[src/rtl/sequenciador_de_instrucoes.sv]
// Instruction sequencer: word FIFO, 4-step counter, LDI immediate fetch.
// Ports:
//   clock, resetn           clock; asynchronous active-low reset
//   run                     allows a new instruction to start
//   instr_in, instr_valid   source word and its valid strobe
//   instr_ready             FIFO has room this cycle
//   counter                 step: 00 fetch, 01 decode, 10 execute, 11 writeback
//   iin, imm                current instruction and immediate registers
//   busy, stall             step != 00; decode waiting for an LDI immediate
module sequenciador_de_instrucoes #(
   parameter int         DEPTH  = 4,
   parameter logic [2:0] LDI_OP = 3'b101
) (
   input  logic       clock,
   input  logic       resetn,
   input  logic       run,
   input  logic [8:0] instr_in,
   input  logic       instr_valid,
   output logic       instr_ready,
   output logic [1:0] counter,
   output logic [8:0] iin,
   output logic [8:0] imm,
   output logic       busy,
   output logic       stall
);

   localparam int           AW   = $clog2(DEPTH);
   localparam logic [AW:0]  FULL = (AW+1)'(DEPTH);

   typedef enum logic [1:0] {
      S_FETCH  = 2'b00,
      S_DECODE = 2'b01,
      S_EXEC   = 2'b10,
      S_WB     = 2'b11
   } state_t;

   state_t state_q, state_d;

   logic [8:0]    mem [DEPTH];
   logic [AW-1:0] wr_ptr, rd_ptr;
   logic [AW:0]   count;
   logic          push, pop, empty;
   logic          load_iin, load_imm;
   logic          is_ldi;
   logic [8:0]    head;

   assign empty       = (count == '0);
   assign instr_ready = (count != FULL);
   // a full FIFO refuses input even if a pop frees a slot this cycle
   assign push        = instr_valid && instr_ready;
   assign head        = mem[rd_ptr];
   assign is_ldi      = (iin[8:6] == LDI_OP);

   // storage needs no reset: only occupied slots are ever read
   always_ff @(posedge clock) begin
      if (push) begin
         mem[wr_ptr] <= instr_in;
      end
   end

   // pointers are AW bits wide, so they wrap modulo DEPTH
   always_ff @(posedge clock or negedge resetn) begin
      if (!resetn) begin
         wr_ptr <= '0;
         rd_ptr <= '0;
         count  <= '0;
      end else begin
         if (push) begin
            wr_ptr <= wr_ptr + 1'b1;
         end
         if (pop) begin
            rd_ptr <= rd_ptr + 1'b1;
         end
         if (push && !pop) begin
            count <= count + 1'b1;
         end else if (pop && !push) begin
            count <= count - 1'b1;
         end
      end
   end

   always_ff @(posedge clock or negedge resetn) begin
      if (!resetn) begin
         state_q <= S_FETCH;
         iin     <= '0;
         imm     <= '0;
      end else begin
         state_q <= state_d;
         if (load_iin) begin
            iin <= head;
         end
         if (load_imm) begin
            imm <= head;
         end
      end
   end

   // pop decisions use registered occupancy, so a word pushed
   // on this edge is never visible to the FSM until the next one
   always_comb begin
      state_d  = state_q;
      pop      = 1'b0;
      load_iin = 1'b0;
      load_imm = 1'b0;
      unique case (state_q)
         S_FETCH: begin
            if (run && !empty) begin
               pop      = 1'b1;
               load_iin = 1'b1;
               state_d  = S_DECODE;
            end
         end
         S_DECODE: begin
            if (is_ldi) begin
               if (!empty) begin
                  pop      = 1'b1;
                  load_imm = 1'b1;
                  state_d  = S_EXEC;
               end
            end else begin
               state_d = S_EXEC;
            end
         end
         S_EXEC: begin
            state_d = S_WB;
         end
         S_WB: begin
            state_d = S_FETCH;
         end
         default: begin
            state_d = S_FETCH;
         end
      endcase
   end

   assign counter = state_q;
   assign busy    = (state_q != S_FETCH);
   assign stall   = (state_q == S_DECODE) && is_ldi && empty;

endmodule

[config.mk]
export PLATFORM = sky130hd
export DESIGN_NAME = sequenciador_de_instrucoes
export DESIGN_NICKNAME = d
export VERILOG_FILES = /design/src/rtl/sequenciador_de_instrucoes.sv
export SDC_FILE = /design/constraint.sdc
export NUM_CORES = 1
export LEC_CHECK = 0
export CAP_MARGIN = 20
export CORE_MARGIN = 4
export CORE_UTILIZATION = 44
export DETAILED_ROUTE_END_ITERATION = 6
export PLACE_DENSITY = 0.64
export SYNTH_ARGS = -nofsm -noshare
export SYNTH_HDL_FRONTEND = slang
export SYNTH_SLANG_ARGS = --single-unit
[constraint.sdc]
create_clock -name clock -period 2.5 [get_ports clock]
set_input_delay 0.375 -clock clock [delete_from_list [all_inputs] [get_ports clock]]
set_output_delay 0.375 -clock clock [all_outputs]
set_load 0.02 [all_outputs]
Yosys cells after proc, flatten, opt, wreduce, memory -nomap -nowiden
Memory sizes are Yosys's and may differ from the RTL's.
Index checks and enable logic that the tools add are counted.
{"block": "word_totals", "n_memories": 1, "ram_bits": 36, "ff_bits": 27, "inputBits": 13, "wordCells": 46}
{"name": "mem", "words": 4, "width": 9, "rd": 1, "rd_ports_with_merged_regs": 0, "wr": 1, "line_no": "39", "rtl": "logic [8:0] mem [DEPTH];"}
{"block": "classes", "eq_ne": 7, "mux": 14, "addsub": 4, "reduce_logical": 14}
{"cell": "$pmux 2 s4", "n": 1}
{"cell": "$mux 1", "n": 7}
{"cell": "$logic_and 1x1->1", "n": 6}
{"cell": "$mux 2", "n": 3}
{"cell": "$mux 3", "n": 2}
{"cell": "$ne 3x3->1 const B", "n": 2}
{"cell": "$add 2x1->2 const B", "n": 2}
{"cell": "$eq 2x2->1 const B", "n": 2}
{"cell": "$reduce_bool 2->1", "n": 2}
{"cell": "$add 3x1->3 const B", "n": 1}
{"cell": "$eq 3x3->1 const B", "n": 1}
{"cell": "$logic_not 1->1", "n": 3}
{"cell": "$logic_not 3->1", "n": 1}
{"cell": "$sub 3x1->3 const B", "n": 1}
{"cell": "$eq 2x1->1 const B", "n": 1}
{"cell": "$logic_not 2->1", "n": 1}
{"cell": "$ne 2x2->1 const B", "n": 1}
{"cell": "$pmux 1 s2", "n": 1}
{"cell": "$reduce_and 2->1", "n": 1}

Depth between registers and ports, before layout
Gate-level depths: netlist of run 1.
{"block": "logic_depth", "word_depth": 8, "ltp_mapped": 11, "ltp_nobuf": 11}

Least setup slack after synthesis of run 1
Ideal clock, no wire load.
{"block": "synth_timing", "kind": "reg-to-reg", "from": "reg count[0]", "to": "reg count[2]", "path_stages_with_launch": 11, "arrival_ns": 2.155, "required_time_ns": 2.421, "period_less_slack_ns": 2.234, "path_buffers": 1, "slack_ns": 0.266, "cell_sequence": "dfrtp_1 > buf_4 > o311ai_4 > o21ai_2 > inv_1 > ha_1 > inv_1 > fa_1 > xor2_1 > nor2_1 > xor2_1"}
{"block": "synth_via", "elab_chain_len": 8, "elab_cells_between_ends": 18, "cone_classes": "add/sub: 2; eq/ne: 1; mux: 6; reduce/logical: 9"}
{"item": "from (decl)", "line_no": "41", "rtl": "logic [AW:0] count;"}
{"item": "from (signal assigned)", "line_no": "75", "rtl": "count <= count + 1'b1;"}
{"item": "from (signal assigned)", "line_no": "77", "rtl": "count <= count - 1'b1;"}
{"item": "$logic_not 3->1", "line_no": "47", "rtl": "assign empty = (count == '0);"}
{"item": "$logic_not 1->1"}
{"item": "$logic_and 1x1->1", "line_no": "107", "rtl": "if (run && !empty) begin"}
{"item": "$mux 1", "line_no": "107"}
{"item": "$pmux 1 s2", "line_no": "105", "rtl": "unique case (state_q)"}
{"item": "$logic_not 1->1", "line_no": "74", "rtl": "if (push && !pop) begin"}
{"item": "$logic_and 1x1->1", "line_no": "74"}
{"item": "$mux 3 or $reduce_bool 2->1 (tied branches)"}
Several ways; a longest one is shown, not always the timed one. The select of a mux whose other input is x is not followed.
A chain may end at the register's enable or synchronous reset.

Worst setup path after layout of run 1
{"block": "layout_timing", "from": "reg state_q[1] (netlist: counter[1])", "to": "reg count[1]"}
{"block": "layout_via", "elab_chain_len": 5, "elab_cells_between_ends": 8, "cone_classes": "eq/ne: 1; mux: 2; reduce/logical: 5"}
{"item": "from (decl)", "line_no": "37", "rtl": "state_t state_q, state_d;"}
{"item": "from (signal assigned)", "line_no": "88", "rtl": "state_q <= state_d;"}
{"item": "$eq 2x1->1 or $logic_not 2->1 (tied branches)", "line_no": "105"}
{"item": "$pmux 1 s2 *", "line_no": "105"}
{"item": "$logic_not 1->1", "line_no": "74"}
{"item": "$logic_and 1x1->1", "line_no": "74"}
{"item": "$mux 3 or $reduce_bool 2->1 (tied branches)"}
Mark *: on every way between the ends. The rest lies on a longest branch, timed or not.

==> impl_metrics.env, run 1 <==
export IMPL_status="finished, final reports clean"
export IMPL_netlist_instances=143
export IMPL_clock_fmax_mhz=438
export IMPL_drive_gt1_share_pct=22.4
export IMPL_final_antenna_net_count=0
export IMPL_cts_buffers=9
export IMPL_die_x_um=85.6
export IMPL_die_area_sq_um=7330
export IMPL_fin_crit_ns=2.28
export IMPL_antenna_found_initial=0
export IMPL_skew_ns=0.00811
export IMPL_drc=0
export IMPL_cts_tree="yes"
export IMPL_gp_congestion=0.731
export IMPL_crit_buf_inv=3
export IMPL_final_util_pct=57.3
export IMPL_final_cell_mix="edfxtp_1, clkdlybuf4s50_1, dfrtp_1"
export IMPL_finalCritPeriodShare_pct=91.3
export IMPL_crit_top_cell="inv_1"
export IMPL_clock_latency_ns=0.34
export IMPL_clkPwrFrac_pct=20.0
export IMPL_setup_worst_path_start_class="flip-flop"
export IMPL_yosys_top_cells_area="edfxtp_1, dfrtp_1, mux2_2"
export IMPL_cpPeakStageDelay_ns=0.41
export IMPL_firstDrtPassIters=4
export IMPL_slew_headroom_pct=60.4
export IMPL_grt_usage_pct=13.8
export IMPL_irDropWorstVdd_uv=570
export IMPL_fin_ws_ns=0.218
export IMPL_slowest_stage="dfrtp_1"
export IMPL_cts_setup_buffers=0
export IMPL_synth_top_area_share_pct=40.8
export IMPL_diodes=0
export IMPL_first_iter_violations=47
export IMPL_crit_fanout=4
export IMPL_worst_pin_slew_ns=0.595
export IMPL_grt_max_degree=28
export IMPL_core_area_sq_um=5680
export IMPL_worst_hold_slack_ns=0.409
export IMPL_tns_ns=0
export IMPL_pin_count=36
export IMPL_grt_pass1_wl_um=7380
export IMPL_avgSynthCellArea_sq_um=18.5
export IMPL_switching_power_uw=1350
export IMPL_cp_arrival_ns=2.51
export IMPL_syn_nets=166
export IMPL_drt_total_wl_um=4440
export IMPL_maxSlewViolCount=0
export IMPL_yosys_warnings=0
export IMPL_switching_share_pct=33.5
export IMPL_max_cap_violations=0
export IMPL_cts_buffer_depth=2
export IMPL_crit_type="reg -> reg"
export IMPL_pwr_share_seq_pct=43.2
export IMPL_final_common_cell="edfxtp_1"
export IMPL_grt_overflow_total=0
export IMPL_worstPathCellList="inv_1 > ha_1 > nand4b_1 > o21ai_2 > inv_1 > ha_1 > inv_1 > fa_1 > mux2_2"
export IMPL_synth_seq_cells=63
export IMPL_dp_slack_ns=0.206
export IMPL_endpoint_kind="flip-flop"
export IMPL_cts_sinks=63
export IMPL_p_int_uw=2680
export IMPL_total_leakage_power_uw=0.00126
export IMPL_nets=211
export IMPL_start_util_pct=46.7
export IMPL_power_density_nw_per_um2=1240
export IMPL_post_dp_hpwl_um=3090
export IMPL_required_ns=2.73
export IMPL_power_uw=4030
export IMPL_crit_family="adder cells"
export IMPL_grt_pass1_vias=1389
export IMPL_htree_num_levels=3
export IMPL_synth_cell_types=31
export IMPL_comb_power_share_pct=36.8
export IMPL_ys_seq_area_share_pct=66.3
export IMPL_finalSetupViolations=0
export IMPL_num_rows=27
export IMPL_io_buffer_count=35
export IMPL_hold_violations=0
export IMPL_wire_per_inst_um=16.8
export IMPL_cts_reportedPaths_clkPinSlew_ns=0.07
export IMPL_syn_area_sq_um=2650
export IMPL_die_height_um=85.6
export IMPL_clock_tree_root_cell="clkbuf_8"
export IMPL_route_vias_total=1348
export IMPL_via_per_inst=5.11
export IMPL_hold_class="in -> async"
export IMPL_syn2layout_area_growth_pct=22.8
export IMPL_rsz0062_at_grt="no"
export IMPL_synth_top_cell_by_area="edfxtp_1"
-- cell usage after synthesis --
| library cell | instances |
|---|---|
| a211oi_1 | 1 |
| a21boi_2 | 1 |
| a32oi_1 | 1 |
| and2_1 | 5 |
| buf_1 | 1 |
| buf_4 | 1 |
| buf_6 | 2 |
| dfrtp_1 | 27 |
| edfxtp_1 | 36 |
| fa_1 | 1 |
| ha_1 | 9 |
| inv_1 | 7 |
| mux2_1 | 2 |
| mux2_2 | 19 |
| mux2i_1 | 1 |
| mux4_1 | 6 |
| mux4_2 | 3 |
| nand2_1 | 2 |
| nand4b_1 | 1 |
| nor2_1 | 3 |
| nor2_4 | 1 |
| nor2b_1 | 1 |
| nor3_4 | 1 |
| nor4_1 | 1 |
| o21ai_0 | 1 |
| o21ai_2 | 1 |
| o21ba_1 | 1 |
| o311ai_4 | 1 |
| o31ai_1 | 1 |
| xnor2_1 | 2 |
| xor2_1 | 3 |
-- worst register-to-register path: cells and delay by family (launching register included) --
kind / cells / cell delay (ns)
AOI/OAI and AO/OA: 1 / 0.22
adders and majority gates: 3 / 0.79
buffers and inverters: 3 / 0.26
DFF: 1 / 0.41
muxes: 1 / 0.26
and+or+nand+nor: 1 / 0.25
-- power groups by stage --
stage | clock [uW] | sequential [uW] | combinational, uW
finish | 805 | 1740 | 1480
global placement | 0 | 1750 | 1450
global route | 876 | 1800 | 1600
detailed placement | 0 | 1770 | 1500
CTS | 832 | 1750 | 1510
floorplan | 0 | 1810 | 866
-- cell families (layout without fill, tap and decap cells) --
| family | Yosys count | after routing | share of synthesized area (%) |
|---|---|---|---|
| adder cells (fa/ha/maj) | 10 | 10 | 5.01 |
| AO/OA/AOI/OAI | 8 | 8 | 3.21 |
| XOR/XNOR | 5 | 5 | 1.65 |
| multiplexers | 31 | 31 | 17.8 |
| flip-flops | 63 | 63 | 66.3 |
| AND/OR/NAND/NOR | 15 | 15 | 3.73 |
| buffers and inverters | 11 | 60 | 2.27 |
-- final cells by class --
type	count	area, sq um
Clock buffer	9	124
Timing Repair Buffer	38	372
Inverter	7	26.3
Multi-Input combinational cell	69	832
Clock inverter	6	52.6
Fill cell	453	2420
Sequential cell	63	1760
Tap cell	72	90.1
-- sequential cells by signal, summed over array words and instances, names as in the netlist --
name and count:
counter 2, mem 36, iin 9, count 3, imm 9, wr_ptr 2, rd_ptr 2
-- per-stage QoR --
stage	instances	area, sq um
after detailed placement	249	3080
final	264	3250
after CTS	264	3250
after global placement	249	3080
after floorplan	143	2650
after global routing	264	3250
-- final timing paths --
| check | from | end | slack [ns] | depth (start not counted) |
|---|---|---|---|---|
| max reg2reg | counter[1]$_DFFE_PN0P_ | count[1]$_DFFE_PN0P_ | 0.22 | 9 |
| max in group asynchronous | resetn | iin[0]$_DFFE_PN0P_ | 1.82 | 2 |
| min reg2reg | iin[3]$_DFFE_PN0P_ | iin[3]$_DFFE_PN0P_ | 0.50 | 1 |
| min | resetn | count[0]$_DFFE_PN0P_ | 0.41 | 2 |
| max | counter[1]$_DFFE_PN0P_ | count[1]$_DFFE_PN0P_ | 0.22 | 9 |
| min in group clock | iin[3]$_DFFE_PN0P_ | iin[3]$_DFFE_PN0P_ | 0.50 | 1 |
-- what timing repair did --
action / CTS / global route
hold buffers: 0 / 0
hold endpoints to repair: 0 / 0
setup endpoints to repair: 1 / 0
resized for setup: 1 / 0
-- per-layer routing --
metal / routed length [um] / global-route usage (%) / vias to the layer above
li1: - / - / 628
met1: 2070 / 17.7 / 671
met2: 1990 / 20.6 / 36
met3: 250 / 4.32 / 13
met4: 122 / 8.20 / 0
met5: 0 / 0 / -
Note: power is estimated with default switching activity, not from simulation.
==> run 2: changes to the inputs <==
- GPL_ROUTABILITY_DRIVEN: default -> 0
- SLEW_MARGIN: default -> 0
==> results of run 2 <==
Same layout as run 1: the final DEF is identical, and so are final timing and power.
==> run 3: changes to the inputs <==
- CELL_PAD_IN_SITES_DETAIL_PLACEMENT: default -> 1
- CELL_PAD_IN_SITES_GLOBAL_PLACEMENT: default -> 1
- PLACE_DENSITY: 0.64 -> 0.74
==> run 3 against run 2 <==
  * Maximum frequency fell by 2.5%
  * Clock-buffer cell count did not move
  * Clock skew fell by 0.0035 ns
  * Worst hold slack improved by 0.0023 ns
  * Cell count rose by 0.76%
  * Combinational power barely moved
  * Via count rose by 1.9%
  * Final area rose by 0.38%
  * First-iteration DRC count fell by 40%
  * Die area did not move
  * Sequential power barely moved
  * Non-clock buffer count rose by 1
  * Largest power group unchanged
==> impl_metrics.env, run 3 (synthesis gave the netlist of run 1 again) <==
export IMPL_top_layer="met4"
export IMPL_max_cap_violations=0
export IMPL_io_buffer_count=35
export IMPL_cts_reportedPaths_clkPinSlew_ns=0.07
export IMPL_rr_endpoint="count[1]$_DFFE_PN0P_"
export IMPL_syn2layout_area_growth_pct=23.3
export IMPL_comb_power_share_pct=37.2
export IMPL_total_leakage_power_uw=0.00126
export IMPL_place_area_sq_um=3080
export IMPL_fin_crit_ns=2.34
export IMPL_power_density_nw_per_um2=1240
export IMPL_post_dp_hpwl_um=3670
export IMPL_firstDrtPassIters=3
export IMPL_die_height_um=85.6
export IMPL_endpoint_kind="flip-flop"
export IMPL_ff2ff_setup_slack_ns=0.16
export IMPL_grt_overflow_total=0
export IMPL_via_per_inst=5.16
export IMPL_final_antenna_net_count=0
export IMPL_status="finished, final reports clean"
export IMPL_seqCellArea_sq_um=1760
export IMPL_fillerInstances=523
export IMPL_first_iter_violations=28
export IMPL_largest_reg_flops=36
export IMPL_reg2regPathDepth=9
export IMPL_pwr_share_seq_pct=43.1
export IMPL_final_util_pct=57.5
export IMPL_timing_rr_start="counter[1]$_DFFE_PN0P_"
export IMPL_grt_pass1_wl_um=8390
export IMPL_drive_gt1_share_pct=24.7
export IMPL_switching_power_uw=1450
export IMPL_hold_class="in -> async"
export IMPL_grt_usage_pct=15.6
export IMPL_irDropWorstVdd_uv=513
export IMPL_grt_pass1_vias=1573
export IMPL_m1WireLength_um=2130
export IMPL_cts_sinks=63
export IMPL_finalCritPeriodShare_pct=93.6
export IMPL_htree_num_levels=3
export IMPL_grt_max_degree=28
export IMPL_diodes=0
export IMPL_pin_count=36
export IMPL_multi_input_comb_area_sq_um=835
export IMPL_reg_largest_list="mem (36), iin (9), imm (9)"
export IMPL_antenna_found_initial=0
export IMPL_required_ns=2.73
export IMPL_setup_worst_path_start_class="flip-flop"
export IMPL_clock_latency_ns=0.34
export IMPL_worst_pin_slew_ns=0.604
export IMPL_route_met3_wl_um=242
export IMPL_maxSlewViolCount=0
export IMPL_tns_ns=0
export IMPL_num_rows=27
export IMPL_finalSetupViolations=0
export IMPL_power_uw=4060
export IMPL_cts_buffer_depth=2
export IMPL_drc=0
export IMPL_clock_fmax_mhz=427
export IMPL_p_int_uw=2620
export IMPL_wire_per_inst_um=18.8
export IMPL_dr_wl_met2_um=2560
export IMPL_cts_tree="yes"
export IMPL_design_area_sq_um=3270
export IMPL_slew_headroom_pct=59.8
export IMPL_worstSetupEndpoint="count[1]$_DFFE_PN0P_"
export IMPL_crit_start="counter[1]$_DFFE_PN0P_"
export IMPL_die_x_um=85.6
export IMPL_clkPwrFrac_pct=19.7
export IMPL_crit_type="reg -> reg"
export IMPL_drt_total_wl_um=5000
export IMPL_largest_register="mem"
export IMPL_route_vias_total=1373
export IMPL_cts_buffers=9
export IMPL_crit_fanout=4
export IMPL_hold_violations=0
export IMPL_final_common_cell="edfxtp_1"
export IMPL_nets=212
export IMPL_final_cell_mix="edfxtp_1, clkdlybuf4s50_1, dfrtp_1"
export IMPL_switching_share_pct=35.6
export IMPL_die_area_sq_um=7330
export IMPL_clock_tree_root_cell="clkbuf_8"
export IMPL_core_area_sq_um=5680
export IMPL_cp_arrival_ns=2.57
export IMPL_skew_ns=0.00458
export IMPL_start_util_pct=46.7
## run 3: cell count changes in the layout (fill, tap and decap cells not counted), sizes merged
cell      before  now
clkinv         5    2
inv            7   10
buf            3    4
bufinv         1    0
clkinvlp       0    2
## run 3: critical path, stage by stage (launching register included)
cell and delay, ns:
dfrtp_1 0.42, inv_1 0.12, ha_2 0.20, nand4b_1 0.24, o21ai_2 0.23, inv_1 0.07
ha_1 0.21, inv_1 0.08, fa_1 0.40, mux2_2 0.27
## run 3: how the worst min path moves through the flow
stage	slack (ns)	start	to	cells after the start
after floorplan	0.08	resetn	count[0]$_DFFE_PN0P_	0
after global placement	0.49	iin[2]$_DFFE_PN0P_	iin[2]$_DFFE_PN0P_	1
after detailed placement	0.49	iin[3]$_DFFE_PN0P_	iin[3]$_DFFE_PN0P_	1
after CTS	0.41	resetn	iin[1]$_DFFE_PN0P_	2
after global routing	0.43	resetn	count[1]$_DFFE_PN0P_	2
final	0.41	resetn	count[1]$_DFFE_PN0P_	2
## run 3: repair_timing
| action | 4_1_cts | 5_1_grt |
|---|---|---|
| hold buffers | 0 | 0 |
| pin swaps | 0 | 2 |
| buffers inserted | 0 | 1 |
| setup endpoints to repair | 1 | 1 |
| cloned | 0 | 0 |
| gates resized for setup | 1 | 1 |
## run 3: final cells by class
class                      count  area share (%)
tap                           72            2.76
timing repair buffer          39            11.6
sequential                    63            53.8
inverter                       7           0.805
multi-input combinational     69            25.6
clock inverter                 7            1.69
clock buffer                   9            3.79
## run 3: metrics by stage
stage	setup slack (ns)	instances	hold slack (ns)
4_1_cts	0.165	265	0.406
5_1_grt	-0.0124	266	0.427
3_3_place_gp	0.264	249	0.487
6_report	0.159	266	0.412
2_1_floorplan	0.266	143	0.0794
3_5_place_dp	0.179	249	0.495
## run 3: power groups by stage
stage               sequential, uW  combinational [uW]  clock, uW
finish                        1750                1510        801
floorplan                     1810                 866          0
CTS                           1760                1530        831
detailed placement            1780                1530          0
global placement              1740                1460          0
global route                  1800                1640        896
## run 3: metal layers
layer  up-vias  GRT usage [%]
li1        636              -
met1       696           18.9
met2        33           25.1
met3         8           5.67
met4         0           7.05
met5         -              0
==> RTL change 1 (flow settings as in run 2) <==
Change the parameter `DEPTH` from 4 to 2.
--- a/src/rtl/sequenciador_de_instrucoes.sv
+++ b/src/rtl/sequenciador_de_instrucoes.sv
@@ -8,7 +8,7 @@
 //   iin, imm                current instruction and immediate registers
 //   busy, stall             step != 00; decode waiting for an LDI immediate
 module sequenciador_de_instrucoes #(
-   parameter int         DEPTH  = 4,
+   parameter int         DEPTH  = 2,
    parameter logic [2:0] LDI_OP = 3'b101
 ) (
    input  logic       clock,
Check against the original RTL: not equivalent (Yosys sat finds a counterexample within 4 cycles, from zero or initial values and one cycle with resetn low).
==> RTL change 1 against run 2 <==
Routed wire length fell by 32%. Global-route usage fell by 0.72 points. Final area fell by 30%. Worst setup slack improved by 4.4 ps. Critical path depth fell by 4. Sequential cell count fell by 21. Synthesized area fell by 34%. Total power fell by 26%. Largest cell class unchanged. Highest routed layer is now met3.
==> RTL change 1: results (changes against run 2) <==
The deepest level of the CTS H-tree was 2 (-1). The combinational cell fraction of total power came out at 42.6% (+5.8 points). The hold slack came out at 448 ps (+38.4 ps).

The met2 usage came out at 22.0% (+1.4 points). The wire length on met3 came out at 130 µm (-48%). The capturing element of the worst setup path is stall. The internal power component came out at 0.00195 W (-27%). The register-to-register setup slack is 590 ps (+370 ps). In the synthesized netlist the dominant register cell turns out to be sky130_fd_sc_hd__dfrtp_1.

For this design, the slowest cell found on the critical path is sky130_fd_sc_hd__clkdlybuf4s50_1. The final worst-path cycle share came out at 91.1% (-0.17 points). The mux contribution to synthesized area is 15.2% (-2.6 points). The number of clock buffers inserted by TritonCTS is 5 (-4). The worst setup slack after placement came to 511 ps (+305 ps). In this design, the largest share of critical-path delay is due to buffers and inverters.

The total track usage came out at 13.1% (-0.72 points). The net count after synthesis is 129 (-22%). The met3 global-route usage is 4.83% (+0.51 points).

After synthesis, the cell types taking the most area are sky130_fd_sc_hd__dfrtp_1, sky130_fd_sc_hd__edfxtp_1, sky130_fd_sc_hd__mux2_2. The top metal layer carrying routed signals is met3. The compound-gate portion of the synthesized area came out at 5.44% (+2.2 points). The number of antenna violations at the first check in global routing came out at 0 (unchanged).

The share of the yosys chip area belonging to registers is 65.3% (-1.0 points). The transition time at the pin with the least slew margin is 501 ps (-93.5 ps). The met1 wire length was 1330 µm (-36%).

The number of flops mapped to enable cells by yosys came to 18 (-50%). The number of DRC markers in iteration 0 is 52 (+11%). The xor/xnor cell area share of the yosys netlist is 2.51% (+0.85 points). The largest registers in the layout are mem x18, iin x9, imm x9. The run finished with clean final reports. The critical path's largest stage delay is 630 ps (+220 ps). The largest net degree at the start of global routing is 25 (-11%). The worst path arrival time is 1900 ps (-610 ps). The worst-path maximum fanout was 4 (unchanged). The global routing usage on met1 came out at 16.3% (-1.4 points).

The reported leakage power came out at 0.940 nW (-26%). The adder-cell area share of the yosys netlist came out at 3.58% (-1.4 points). The number of gates given a new drive strength after cts came out at 0 (-1). The average via count per standard cell came to 4.91 (-3.8%). The final worst clock skew came to 4.77 ps (-3.34 ps). The sequential share of power is 40.5% (-2.7 points). The total power of the final layout is 0.00299 W (-26%). The final net count came to 172 (-18%). The via count of the first global-routing pass came out at 1044 (-25%). By count the netlist is led by sky130_fd_sc_hd__dfrtp_1, sky130_fd_sc_hd__edfxtp_1, sky130_fd_sc_hd__mux2_2. The top achievable clock speed was 439 MHz (+0.19%). The amount of wire on met2 after detailed routing came to 1580 µm (-21%). The wire length of the first global-routing pass is 5120 µm (-31%). The cell count of the worst reg-to-reg path came out at 10 (+1). The insertion delay to the later sink of the worst-skew pair came out at 280 ps (-60 ps). The count of inserted antenna diode cells is 0 (unchanged).

The total length of routed wires was 3040 µm (-32%). The startpoint-to-endpoint class of the critical path is reg -> out. The fraction of final layout cells sized beyond drive strength 1 came out at 21.9% (-0.46 points). The layout filler cell count is 317 (-30%). The peak supply drop is 0.539 mV (-5.3%). The HPWL reported at the end of detailed placement came out at 2230 µm (-28%).

The post-synthesis async set-or-reset flop share is 57.1% (+14 points). The count of cell types in the netlist is 27 (-13%).
[RTL change 1: cell count changes after synthesis, sizes merged, moves of 2 or more]
cell    change
edfxtp     -18
mux2i       +3
nand2       +2
mux2        -2
mux4        -9
dfrtp       -3
o21ai       +6
o31ai       +2
and2        -4
ha          -4
inv         -2
[RTL change 1: metrics by stage]
| step | area (µm²) | cells | utilization [%] |
|---|---|---|---|
| CTS | 2270 | 203 | 60.6 |
| floorplan | 1750 | 111 | - |
| detailed placement | 2160 | 195 | 57.7 |
| finish | 2270 | 203 | 60.6 |
| global route | 2270 | 203 | 60.6 |
| global placement | 2160 | 195 | 57.7 |
[RTL change 1: cell type report]
type                       instances  share of cell area, %
clock buffer                       7                   3.37
clock inverter                     1                   1.32
inverter                           5                  0.828
multi-input combinational         61                   24.7
sequential                        42                   50.3
tap                               48                   2.65
timing repair buffer              39                   16.8
==> RTL change 2 (config.mk and constraints of run 2) <==
Without the edit above. Reset style: synchronous (`resetn`), changed in 2 clocked blocks. Comments in the files are not updated.
--- a/src/rtl/sequenciador_de_instrucoes.sv
+++ b/src/rtl/sequenciador_de_instrucoes.sv
@@ -59,7 +59,7 @@
    end
 
    // pointers are AW bits wide, so they wrap modulo DEPTH
-   always_ff @(posedge clock or negedge resetn) begin
+   always_ff @(posedge clock) begin
       if (!resetn) begin
          wr_ptr <= '0;
          rd_ptr <= '0;
@@ -79,7 +79,7 @@
       end
    end
 
-   always_ff @(posedge clock or negedge resetn) begin
+   always_ff @(posedge clock) begin
       if (!resetn) begin
          state_q <= S_FETCH;
          iin     <= '0;
Formal check against the unedited RTL: differs if resetn is asserted again (counterexample within 4 cycles, from zero or initial values and one cycle with resetn low); with resetn held inactive, the same outputs for 10 cycles.
==> RTL change 2 against run 2 <==
Total power fell by 16%. Sequential cell count rose by 2. Synthesized area fell by 2.8%. Final area rose by 0.27%. First-iteration DRC count rose by 81%. Hold slack improved by 47 ps. Worst setup slack got worse by 79 ps. Routed wire length rose by 7.9%.
==> RTL change 2: results (changes against run 2) <==
The count of cell types in the netlist was 33 (+6.5%). The number of synthesized register bits was 65 (+3.2%). Ranked by instance count, the synthesized netlist is headed by sky130_fd_sc_hd__edfxtp_1, sky130_fd_sc_hd__dfxtp_1, sky130_fd_sc_hd__nand2_1.

The worst path arrival time is 1990 ps (-520 ps). The share of power burned in the clock network came to 28.7% (+8.7 points). The net count after synthesis came out at 195 (+17%).

The number of vias after detailed routing came out at 1573 (+17%). The adder-cell area share of the yosys netlist came out at 5.15% (+0.15 points). The met3 global-route usage is 4.02% (-0.30 points). The critical path's largest stage delay was 610 ps (+200 ps). The clock distribution power came to 0.000972 W (+21%). The largest net degree at the start of global routing is 16 (-43%). The layout filler cell count came to 460 (+1.5%).

The final worst clock skew came out at 8.66 ps (+0.547 ps). The number of placed instances with taps included came out at 279 (+12%). The multi-input combinational cell area is 871 µm² (+4.7%). The share of final layout cell area taken by clock buffers and inverters is 6.71% (+1.3 points). The non-clock buffer share of cell area was 11.7% (+0.24 points). The switching fraction of total power came out at 30.8% (-2.7 points). The peak supply drop came out at 0.538 mV (-5.6%). The final net count is 241 (+14%).

The cell count of the worst reg-to-reg path is 10 (+1). The wire length on met3 is 274 µm (+9.6%). The wire length of the first global-routing pass came out at 7780 µm (+5.5%).

The routed length per placed instance is 16.2 µm (-3.4%). The layout buffer count excluding clock buffers is 39 (+2.6%). The global routing usage on met1 came to 17.3% (-0.38 points). The number of DRC markers in iteration 0 is 85 (+81%). The area taken by flip-flops and latches came to 1660 µm² (-5.3%).

The synthesized area divided by synthesized cell count is 15.0 µm² (-19%). The post-synthesis async set-or-reset flop share came to 0% (-43 points). The filler-free cell count of the finished design is 295 (+12%). The worst-path maximum fanout was 6 (+2). The tightest min-delay check is of the reg -> reg type. The share of the yosys chip area belonging to registers came out at 64.6% (-1.8 points).

The power dissipated in sequential cells is 0.00142 W (-18%). The worst setup slack after placement came to 0.510 ps (-206 ps). The multi-input gate count came out at 93 (+35%). The count of non-CTS inverters in the layout is 10 (+3). The number of clock buffers in the layout is 10 (+1). The total track usage came out at 14.4% (+0.61 points). Ranked by total cell area, the synthesized netlist is headed by sky130_fd_sc_hd__edfxtp_1, sky130_fd_sc_hd__dfxtp_1, sky130_fd_sc_hd__mux4_2. The slowest stage of the critical path is the sky130_fd_sc_hd__clkdlybuf4s50_1 cell. The fraction of final layout cells sized beyond drive strength 1 is 17.9% (-4.5 points). The flow ran to the end, and the final reports show no timing, DRC or antenna violations. The compound-gate portion of the synthesized area is 10.4% (+7.1 points).
RTL change 2: path summary, 6_finish.rpt:
check                                             start               endpoint  slack, ps
worst max register to register  counter[1]$_SDFFE_PN0P_  count[2]$_SDFFE_PN0P_        200
worst min-delay path                imm[0]$_SDFFE_PN0P_    imm[0]$_SDFFE_PN0P_        460
worst max-delay path            counter[1]$_SDFFE_PN0P_                  stall        140
worst min register to register      imm[0]$_SDFFE_PN0P_    imm[0]$_SDFFE_PN0P_        460
RTL change 2: repair_timing:
item,CTS,global route
gates resized for setup,0,6
endpoints found under the hold margin,0,0
endpoints found under the setup margin,0,1
RTL change 2: metrics by stage:
step,area (µm²),hold WS (ps)
finish,3260,457
global route,3260,476
CTS,3250,461
detailed placement,3030,451
global placement,3030,452
floorplan,2570,445
RTL change 2: kinds of logic after synthesis:
kind of cell | Yosys count
compound gates | 32
xor+xnor | 2
fa+ha+maj | 10
buf+inv | 14
flops | 65
mux | 14
simple gates | 35
